**config.mk**
```make
export PLATFORM = sky130hd
export DESIGN_NAME = cam_img_seq
export DESIGN_NICKNAME = d
export VERILOG_FILES = /design/src/rtl/cam_img_pkg.sv /design/src/rtl/cam_match_align.sv /design/src/rtl/cam_img_seq.sv
export SDC_FILE = /design/constraint.sdc
export NUM_CORES = 1
export LEC_CHECK = 0
export ABC_AREA = 1
export CAP_MARGIN = 20
export CELL_PAD_IN_SITES_DETAIL_PLACEMENT = 1
export CELL_PAD_IN_SITES_GLOBAL_PLACEMENT = 1
export CORE_MARGIN = 2
export CORE_UTILIZATION = 35
export DETAILED_ROUTE_END_ITERATION = 8
export PLACE_DENSITY = 0.89
export RECOVER_POWER = 25
export SYNTH_ARGS = -nofsm -noshare
export SYNTH_HDL_FRONTEND = slang
export SYNTH_SLANG_ARGS = --single-unit
```
**constraint.sdc**
```tcl
create_clock -name clk -period 2.4 [get_ports clk]
set_input_delay 0.48 -clock clk [delete_from_list [all_inputs] [get_ports clk]]
set_output_delay 0.48 -clock clk [all_outputs]
set_load 0.05 [all_outputs]
```
**src/rtl/cam_img_pkg.sv**
```systemverilog
// cam_img_pkg: shared constants for the image-CAM sequencer.
//  KEY_W_DEF / TAG_W_DEF : default key (pixel) and tag widths
//  TAG_EMPTY             : tag value the CAM treats as "no entry"
//  TAG_MAX               : last usable tag at the default width
//  ST_* / state_e        : sequencer FSM encoding
package cam_img_pkg;

  localparam int KEY_W_DEF = 24;
  localparam int TAG_W_DEF = 14;

  localparam logic [TAG_W_DEF-1:0] TAG_EMPTY = '0;
  localparam logic [TAG_W_DEF-1:0] TAG_MAX   = '1;

  localparam logic [2:0] ST_IDLE  = 3'd0;
  localparam logic [2:0] ST_LOAD  = 3'd1;
  localparam logic [2:0] ST_QUERY = 3'd2;
  localparam logic [2:0] ST_DRAIN = 3'd3;
  localparam logic [2:0] ST_DONE  = 3'd4;

  typedef enum logic [2:0] {
    IDLE  = ST_IDLE,
    LOAD  = ST_LOAD,
    QUERY = ST_QUERY,
    DRAIN = ST_DRAIN,
    DONE  = ST_DONE
  } state_e;

endpackage

```
**src/rtl/cam_match_align.sv**
```systemverilog
// cam_match_align: realigns the CAM match bit with the query that caused it.
//  A token enters on each accepted query and walks a MATCH_LAT-deep shift
//  pipe; when it reaches the end the CAM's match output belongs to it.
// Ports:
//  clk, rst   clock, synchronous active-high reset (clears tokens in flight)
//  tok_in     query accepted this cycle
//  cam_match  CAM match result (valid MATCH_LAT cycles after the lookup)
//  r_valid    result strobe, one cycle per query
//  r_hit      match bit qualified by r_valid
module cam_match_align #(
  parameter int MATCH_LAT = 1
) (
  input  logic clk,
  input  logic rst,
  input  logic tok_in,
  input  logic cam_match,
  output logic r_valid,
  output logic r_hit
);

  // vld_pipe[k] = a token entered k cycles ago
  logic [MATCH_LAT:1] vld_pipe;

  always_ff @(posedge clk) begin
    if (rst) begin
      vld_pipe <= '0;
    end else begin
      vld_pipe[1] <= tok_in;
      for (int i = 2; i <= MATCH_LAT; i++) vld_pipe[i] <= vld_pipe[i-1];
    end
  end

  assign r_valid = vld_pipe[MATCH_LAT];
  // gate so a stale match bit never leaks out between results
  assign r_hit   = vld_pipe[MATCH_LAT] & cam_match;

endmodule

```
**src/rtl/cam_img_seq.sv**
```systemverilog
// cam_img_seq: upstream sequencer for the image CAM.
//  LOAD  : each accepted pixel is written as a key with an auto-incremented tag.
//  QUERY : each accepted pixel is looked up; the match bit is realigned and
//          returned as a hit/miss result stream.
// Ports:
//  clk, rst                 clock, synchronous active-high reset
//  start, mode              pass start pulse (IDLE only), 0=LOAD 1=QUERY
//  s_valid/s_ready/s_pixel/s_last   pixel stream handshake
//  cam_we, cam_match_en, cam_addr, cam_din, cam_match   CAM interface
//  r_valid, r_hit           per-query result (no backpressure)
//  busy, done, full         status; full is sticky until rst
//  hit_count                hits in the current query pass
// Build option: define CAM_SEQ_STATS_EN to maintain hit_count; otherwise it
//  is tied to 0 and no counter exists.
module cam_img_seq
  import cam_img_pkg::*;
#(
  parameter int KEY_W     = KEY_W_DEF,
  parameter int TAG_W     = TAG_W_DEF,
  parameter int MATCH_LAT = 1
) (
  input  logic             clk,
  input  logic             rst,
  input  logic             start,
  input  logic             mode,
  input  logic             s_valid,
  output logic             s_ready,
  input  logic [KEY_W-1:0] s_pixel,
  input  logic             s_last,
  output logic             cam_we,
  output logic             cam_match_en,
  output logic [KEY_W-1:0] cam_addr,
  output logic [TAG_W-1:0] cam_din,
  input  logic             cam_match,
  output logic             r_valid,
  output logic             r_hit,
  output logic             busy,
  output logic             done,
  output logic             full,
  output logic [TAG_W-1:0] hit_count
);

  localparam logic [TAG_W-1:0] TAG_TOP   = (TAG_W == TAG_W_DEF) ? TAG_W'(TAG_MAX)
                                                                : {TAG_W{1'b1}};
  localparam logic [TAG_W-1:0] TAG_FIRST = TAG_W'(TAG_EMPTY) + TAG_W'(1);
  localparam logic [1:0]       DRAIN_END = 2'(MATCH_LAT - 1);

  state_e           state, state_nx;
  logic [TAG_W-1:0] next_tag;
  logic [KEY_W-1:0] addr_q;
  logic [TAG_W-1:0] din_q;
  logic [1:0]       drain_cnt;
  logic             hs, ld_hs, q_hs, q_start;

  // ---------------- handshake / CAM drive ----------------
  assign s_ready = ((state == LOAD) && !full) || (state == QUERY);
  assign hs      = s_valid & s_ready;
  assign ld_hs   = hs & (state == LOAD);
  assign q_hs    = hs & (state == QUERY);
  assign q_start = (state == IDLE) & start & mode;

  assign cam_we       = ld_hs;
  assign cam_match_en = q_hs;
  // CAM bus follows the pixel during a handshake, otherwise holds its last value
  assign cam_addr     = hs    ? s_pixel  : addr_q;
  assign cam_din      = ld_hs ? next_tag : din_q;

  assign busy = (state != IDLE);
  assign done = (state == DONE);

  // ---------------- FSM ----------------
  always_ff @(posedge clk) begin
    if (rst) state <= IDLE;
    else     state <= state_nx;
  end

  always_comb begin
    state_nx = state;
    case (state)
      IDLE: begin
        if (start) begin
          if (mode)      state_nx = QUERY;
          else if (full) state_nx = DONE;  // nothing left to write
          else           state_nx = LOAD;
        end
      end
      // writing the last tag ends the pass even without s_last; both at once
      // still yield a single DONE
      LOAD:  if (full || (ld_hs && (s_last || next_tag == TAG_TOP))) state_nx = DONE;
      QUERY: if (q_hs && s_last) state_nx = DRAIN;
      // hold until the final query's result has come out
      DRAIN: if (drain_cnt == DRAIN_END) state_nx = DONE;
      DONE:  state_nx = IDLE;
      default: state_nx = IDLE;
    endcase
  end

  // ---------------- datapath registers ----------------
  always_ff @(posedge clk) begin
    if (rst) begin
      next_tag  <= TAG_FIRST;
      full      <= 1'b0;
      addr_q    <= '0;
      din_q     <= TAG_W'(TAG_EMPTY);
      drain_cnt <= '0;
    end else begin
      if (hs) addr_q <= s_pixel;
      if (ld_hs) begin
        din_q <= next_tag;
        if (next_tag == TAG_TOP) full     <= 1'b1;
        else                     next_tag <= next_tag + 1'b1;
      end
      if (state == DRAIN) drain_cnt <= drain_cnt + 1'b1;
      else                drain_cnt <= '0;
    end
  end

  // ---------------- result realignment ----------------
  cam_match_align #(.MATCH_LAT(MATCH_LAT)) u_align (
    .clk       (clk),
    .rst       (rst),
    .tok_in    (q_hs),
    .cam_match (cam_match),
    .r_valid   (r_valid),
    .r_hit     (r_hit)
  );

  // ---------------- stats ----------------
`ifdef CAM_SEQ_STATS_EN
  always_ff @(posedge clk) begin
    if (rst || q_start)
      hit_count <= '0;
    else if (r_valid && r_hit && hit_count != TAG_TOP)
      hit_count <= hit_count + 1'b1;
  end
`else
  assign hit_count = '0;
`endif

endmodule

```
==> results of run 1 <==
## registers in the layout, summed over array words and instances, names as in the netlist
signal,flops
state,3
next_tag,14
full,1
u_align.r_valid,1
addr_q,24
din_q,14
drain_cnt,2
## power groups by stage
stage                     logic, W  clock network (W)  registers, W
after floorplan            0.00235                  0       0.00127
after global placement     0.00378                  0       0.00126
after detailed placement   0.00388                  0       0.00128
after CTS                  0.00393            0.00101       0.00126
after global routing       0.00458            0.00106       0.00129
final                      0.00431            0.00100       0.00128
## layout by cell type (no fill, tap or decap), drive strengths merged, types with 14 or more instances in the layout
master / netlist / final
inv: 98 / 98
nand2: 95 / 95
nor2: 73 / 73
dfxtp: 59 / 59
buf: 22 / 57
o21ai: 48 / 48
clkdlybuf4s50: 0 / 31
a21oi: 14 / 14
conb: 1 / 14
## path summary, 6_finish.rpt
path	start	cells after the start	slack, ns	endpoint
worst max-delay path	state[0]	8	0.02	cam_din[12]
worst min register to register	drain_cnt[0]	1	0.42	drain_cnt[0]
worst min-delay path	drain_cnt[0]	1	0.42	drain_cnt[0]
worst max register to register	next_tag[1]	10	0.46	state[1]
## per-layer routing
| layer | vias to the layer above | track usage (%) | part of all wire [%] |
|---|---|---|---|
| met4 | 0 | 6.338 | 1.5 |
| met5 | - | 0 | 0 |
| met1 | 1508 | 23.87 | 41 |
| li1 | 1498 | - | - |
| met3 | 14 | 4.655 | 5.7 |
| met2 | 110 | 34.72 | 51 |
## metrics by stage
step	total power, W	TNS, ns
floorplan	0.003612	0
global placement	0.005041	0
detailed placement	0.005164	-0.05284
CTS	0.006205	-0.1227
global route	0.006936	-0.6091
finish	0.006590	0
## layout make-up
class,instances,area share [%]
clock buffers,9,2.718
clock inverters,7,2.032
inverters,98,8.072
multi-input cells,276,31.03
flip-flops and latches,59,26.03
well taps,105,2.883
repair buffers,94,27.24
## worst max-delay path: stages (launching register included)
cell,delay [ns]
dfxtp_2,0.36
inv_2,0.07
nor2_4,0.14
nand3_4,0.10
nand2_4,0.11
nand3_4,0.14
clkbuf_16,0.23
o21ai_2,0.23
buf_12,0.17
## cells by family after synthesis
logic type / Yosys count
other: 1
AOI/OAI and AO/OA: 64
buffers and inverters: 129
adders and majority gates: 2
xor gates and xnor gates: 5
and+or+nand+nor: 191
DFF: 59
## repair_timing
action,in CTS,in global routing
gates cloned,0,5
endpoints found under the setup margin,18,39
buffers inserted,0,4
resized for setup,14,44
==> run metrics, run 1 <==
Final setup viols=0; core box area=8258 µm²; Async SR Flop Fraction=0%; residual DRC count=0; GP Congestion=0.8345; DP Worst Slack=-0.03587 ns; Syn. warnings=0; die span in y=about 96 µm; synthesized-area fraction occupied by adder cells=0.8361%; first-pass GRT wire length=14260 µm; HP Class=flip-flop to flip-flop; Layout Cells excl Fill=648; count of state elements after synthesis=just under 60; initial antenna violation count=0; fraction of layout cells with a size suffix above 1=25.41%; unrepaired setup endpoints after global routing=true; vias per std cell=just under 5; Crit path required time=between 1.5 and 2 ns; 1st-iter DRT viols=between 150 and 200; Die ar.=between 9000 and 10000 µm²; clk_skew=about 0.0086 ns; Routed WL per cell=roughly 16 µm; EDFF count, synth=0; synthesized area=about 3000 µm²; Initial Util=a little over a third; Cells after Synth=451; Final WS setup=between 0.015 and 0.02 ns; Nets=between 500 and 600; Synth area leaders=dfxtp_1, inv_1, nand2_1, nor2_1, buf_4; via count=about 3100; pwr/cell area=approximately 1400 nW/µm²; XOR/XNOR Fraction of Synth Area=1.463%; CP Max Fanout=10; Post-DP Area=a little over 4000 µm²; Worst Hold Slack=0.4181 ns; largest net degree at the start of global routing=49; Startpoint Class=flip-flop; crit path kind=flip-flop to output port; Post-synth top flop=dfxtp_1; I/O Pins=91; number of diodes=0; actual slew at the worst max-slew pin=roughly 0.6 ns; post-route cell area=roughly 4600 µm²; clk_lat worst skew=about 0.35 ns; dpl cells=~620; status=complete, no violations; row cnt=33; CTS sink cnt=59; Worst Path Arrival=1.90 ns; max cap viols=0; footprint of the multi-input gates=1414 µm²; Remaining Overflow, GRT=0; Max-slew headroom=around three fifths; Post-DRT Antenna Nets=0; Global Route Usage Sum=between 10% and 20%; # fillers=slightly above 1000; max-slew violation count=0; Root Buffer=clkbuf_8; CTS tree=yes; post-synth top area cell=dfxtp_1; CTS buffer count=9; final core utilization=between 50 and 60%; Reg power frac=19.4%; Buffers on Ports=76; Post-Syn Area per Cell=around 6.6 µm²; register area share after synthesis=around two fifths; area fraction in and, or, nand and nor cells after synthesis=about a quarter; post-detail-place hpwl=~6200 µm; Comb power frac=about two thirds; final hold vios=0; Switching Power=between 0.003 and 0.004 W; Clk pwr share=between 15 and 20%; period utilization=between 90% and 100%; Final Routed Wirelength=between 10000 and 15000 µm; largest family of logic cells by synthesized area=simple AND/OR/NAND/NOR gates; synth unique cells=27; Switching Share=approximately half; drt first pass iters=5; count leader, synth=inv_1; mux contribution to synthesized area=0%; Worst-path clk slew=roughly 0.07 ns; fmax=0.4199 GHz; chip width=96.47 µm; area share of the largest cell type after synthesis=39.46%; hold_buf cts=0; CTS H-tree lvls=3; vias in the first global route=3082; VDD IR max=approximately 0.55 mV; Clock Tree Buf Depth=2; Int Pwr=about 0.0034 W; Synth Area in Compound Gates=12.04%; Area growth syn-to-layout=52.26%; most frequent cells after synthesis=inv_1, nand2_1, nor2_1; Worst setup EP type=output port; Leak=between 2 and 2.5 nW; post-route minimum period=2.382 ns; FF/Latch Area=approximately 1200 µm²
Note: power is estimated with default switching activity, not from simulation.
==> run 2: changes to the inputs <==
--- a/config.mk
+++ b/config.mk
@@ -5,12 +5,11 @@
 export SDC_FILE = /design/constraint.sdc
 export NUM_CORES = 1
 export LEC_CHECK = 0
-export ABC_AREA = 1
 export CAP_MARGIN = 20
 export CELL_PAD_IN_SITES_DETAIL_PLACEMENT = 1
 export CELL_PAD_IN_SITES_GLOBAL_PLACEMENT = 1
 export CORE_MARGIN = 2
-export CORE_UTILIZATION = 35
+export CORE_UTILIZATION = 37
 export DETAILED_ROUTE_END_ITERATION = 8
 export PLACE_DENSITY = 0.89
 export RECOVER_POWER = 25
==> run metrics, run 2 <==
Buffers on Ports=76 (unchanged); Post-DRT Antenna Nets=0 (unchanged); crit path kind=flip-flop to output port; Area growth syn-to-layout=56.22%; fraction of layout cells with a size suffix above 1=34.92% (+9.5 points); Synth area leaders=dfxtp_1, mux2_2, nor2b_1, buf_4, a21oi_1; CTS tree=yes; Top reg by flops=addr_q; Post-synth top flop=dfxtp_1; Clock Tree Buf Depth=2 (unchanged); Startpoint Class=flip-flop; max cap viols=1 (+1); dpl cells=453 (-27%); core box area=7214 µm² (-13%); actual slew at the worst max-slew pin=1.646 ns (+1.048 ns); CP Capture Point=cam_addr[10]; GP Congestion=0.7345 (-12%); Leak=1.765 nW (-21%); synthesized area=2738 µm² (-8.5%); Die ar.=8103 µm² (-13%); via count=2372 (-24%); number of diodes=0 (unchanged); vias in the first global route=2581 (-16%); pwr/cell area=792.8 nW/µm² (-45%); Post-DP Area=3890 µm² (-4.4%); Worst-path clk slew=0.06 ns (about the same); max-slew violation count=38 (+38); count leader, synth=dfxtp_1; CTS sink cnt=59 (unchanged); failing checks=max-capacitance violations, max-slew violations, negative setup slack; largest net degree at the start of global routing=38 (-22%); 1st-iter DRT viols=69 (-59%); largest registers=addr_q x24, din_q x14, next_tag x14; post-synth top area cell=dfxtp_1; most common cell after layout, fill and taps aside=dfxtp_1; CTS buffer count=9 (unchanged); area share of the largest cell type after synthesis=43.14% (+3.7 points); register area share after synthesis=43.14% (+3.7 points); CTS H-tree lvls=3 (unchanged); drt first pass iters=4 (-1); Worst R2R Path Depth=6 (-4); most frequent cells after synthesis=dfxtp_1, nor2b_1, mux2_2; Final Routed Wirelength=8078 µm (-22%); register-to-register setup slack=0.09 ns (-0.37 ns); initial antenna violation count=0 (unchanged); clk_lat worst skew=0.34 ns (about the same); chip width=90.02 µm (-6.7%); synth unique cells=35 (+30%); max reg flops=24 (unchanged); Max-slew headroom=-9.749% (-70 points); first-pass GRT wire length=13190 µm (-7.5%); Post-Syn Area per Cell=9.674 µm² (+46%); final hold vios=0 (unchanged); period utilization=107.8% (+8.6 points); Syn. warnings=0 (unchanged); Worst Path Arrival=2.11 ns (+0.21 ns); Setup Total Neg Slack=-5.435 ns (-5.435 ns); Cells after Synth=283 (-37%); Layout Cells excl Fill=477 (-26%); Remaining Overflow, GRT=0 (unchanged); Crit path required time=1.92 ns (about the same); hold_buf cts=0 (unchanged); Final WS setup=-0.1881 ns (-0.2066 ns); DP Worst Slack=-0.09108 ns (-0.05521 ns); commonest cells after routing, fill and taps aside=dfxtp_1, nor2b_1, clkdlybuf4s50_1, buf_12, mux2_2; EDFF count, synth=0 (unchanged); Global Route Usage Sum=20.25% (+0.45 points); final core utilization=59.28% (+4.1 points); die span in y=90.02 µm (-6.7%); status=finished, violations left; vias per std cell=4.973 (+3.0%); Root Buffer=clkbuf_8; Worst setup EP type=output port; worst setup path startpoint=state[1]; fmax=0.3864 GHz (-8.0%); unrepaired setup endpoints after global routing=true; post-route minimum period=2.588 ns (+0.2066 ns); post-detail-place hpwl=5257 µm (-15%); VDD IR max=0.5660 mV (+2.0%); Routed WL per cell=16.94 µm (+5.8%); count of state elements after synthesis=59 (unchanged); I/O Pins=91 (unchanged); Nets=406 (-29%); Initial Util=37.95% (+1.7 points); CP Max Fanout=12 (+2); Async SR Flop Fraction=0% (unchanged); clk_skew=0.009219 ns (+0.0006144 ns); # fillers=800 (-22%); HP Class=flip-flop to flip-flop; row cnt=31 (-6.1%); residual DRC count=0 (unchanged); worst r2r src=full; Final setup viols=38 (+38); post-route cell area=4277 µm² (-6.2%); RR Endpoint=next_tag[13]
[run 2: kinds of logic (layout without fill, tap and decap cells)]
| family | after synthesis | after routing | share of synthesized area, % |
|---|---|---|---|
| and+or+nand+nor | 110 | 110 | 24.41 |
| DFF | 59 | 59 | 43.14 |
| muxes | 41 | 41 | 16.86 |
| buffers and inverters | 39 | 121 | 7.678 |
| AOI/OAI and AO/OA | 31 | 31 | 6.856 |
| adders and majority gates | 2 | 2 | 0.9139 |
| other | 1 | 14 | 0.1370 |
[run 2: layout make-up]
type | count | area [µm²] | share of cell area [%]
clock inverters | 5 | 52.55 | 1.229
multi-input cells | 198 | 1476 | 34.52
inverters | 8 | 30.03 | 0.7022
clock buffers | 11 | 141.4 | 3.306
well taps | 99 | 123.9 | 2.896
repair buffers | 97 | 1269 | 29.67
flip-flops and latches | 59 | 1184 | 27.68
[run 2: worst min-delay path by stage]
| stage | start | end | slack (ns) | cells past startpoint |
|---|---|---|---|---|
| floorplan | drain_cnt[0] | drain_cnt[0] | 0.39 | 1 |
| global placement | drain_cnt[0] | drain_cnt[0] | 0.40 | 1 |
| detailed placement | drain_cnt[0] | drain_cnt[0] | 0.42 | 1 |
| CTS | drain_cnt[0] | drain_cnt[0] | 0.43 | 1 |
| global route | drain_cnt[0] | drain_cnt[0] | 0.48 | 1 |
| finish | drain_cnt[0] | drain_cnt[0] | 0.44 | 1 |
[run 2: timing repair]
item	in CTS	in global routing
buffers inserted	1	5
resized for setup	21	9
gates cloned	1	1
pin swaps	2	2
setup endpoints to repair	39	38
[run 2: worst max-delay path, stage by stage, from the launching register on]
cell and delay [ns]:
dfxtp_1 0.34, or3b_4 0.40, a211o_4 0.38, buf_12 0.16, mux2_4 0.33, buf_12 0.15
[run 2: metrics by stage]
stage / hold slack (ns) / power, W
finish: 0.4374 / 0.003390
CTS: 0.4326 / 0.003379
global route: 0.4804 / 0.003526
floorplan: 0.3921 / 0.001918
detailed placement: 0.4234 / 0.002385
global placement: 0.4010 / 0.002354
[run 2: where the power goes]
part	internal, W	total [W]	switching, W
combinational	0.000626	0.00141	0.000781
clock	0.000502	0.000907	0.000405
sequential	0.00104	0.00108	0.0000320
total	0.00217	0.00339	0.00122
[run 2: per-layer routing]
metal	track usage, %	wire length (µm)
met3	5.532	412
met4	5.256	77
met5	0	0
met1	22.45	3265
met2	37.91	4323
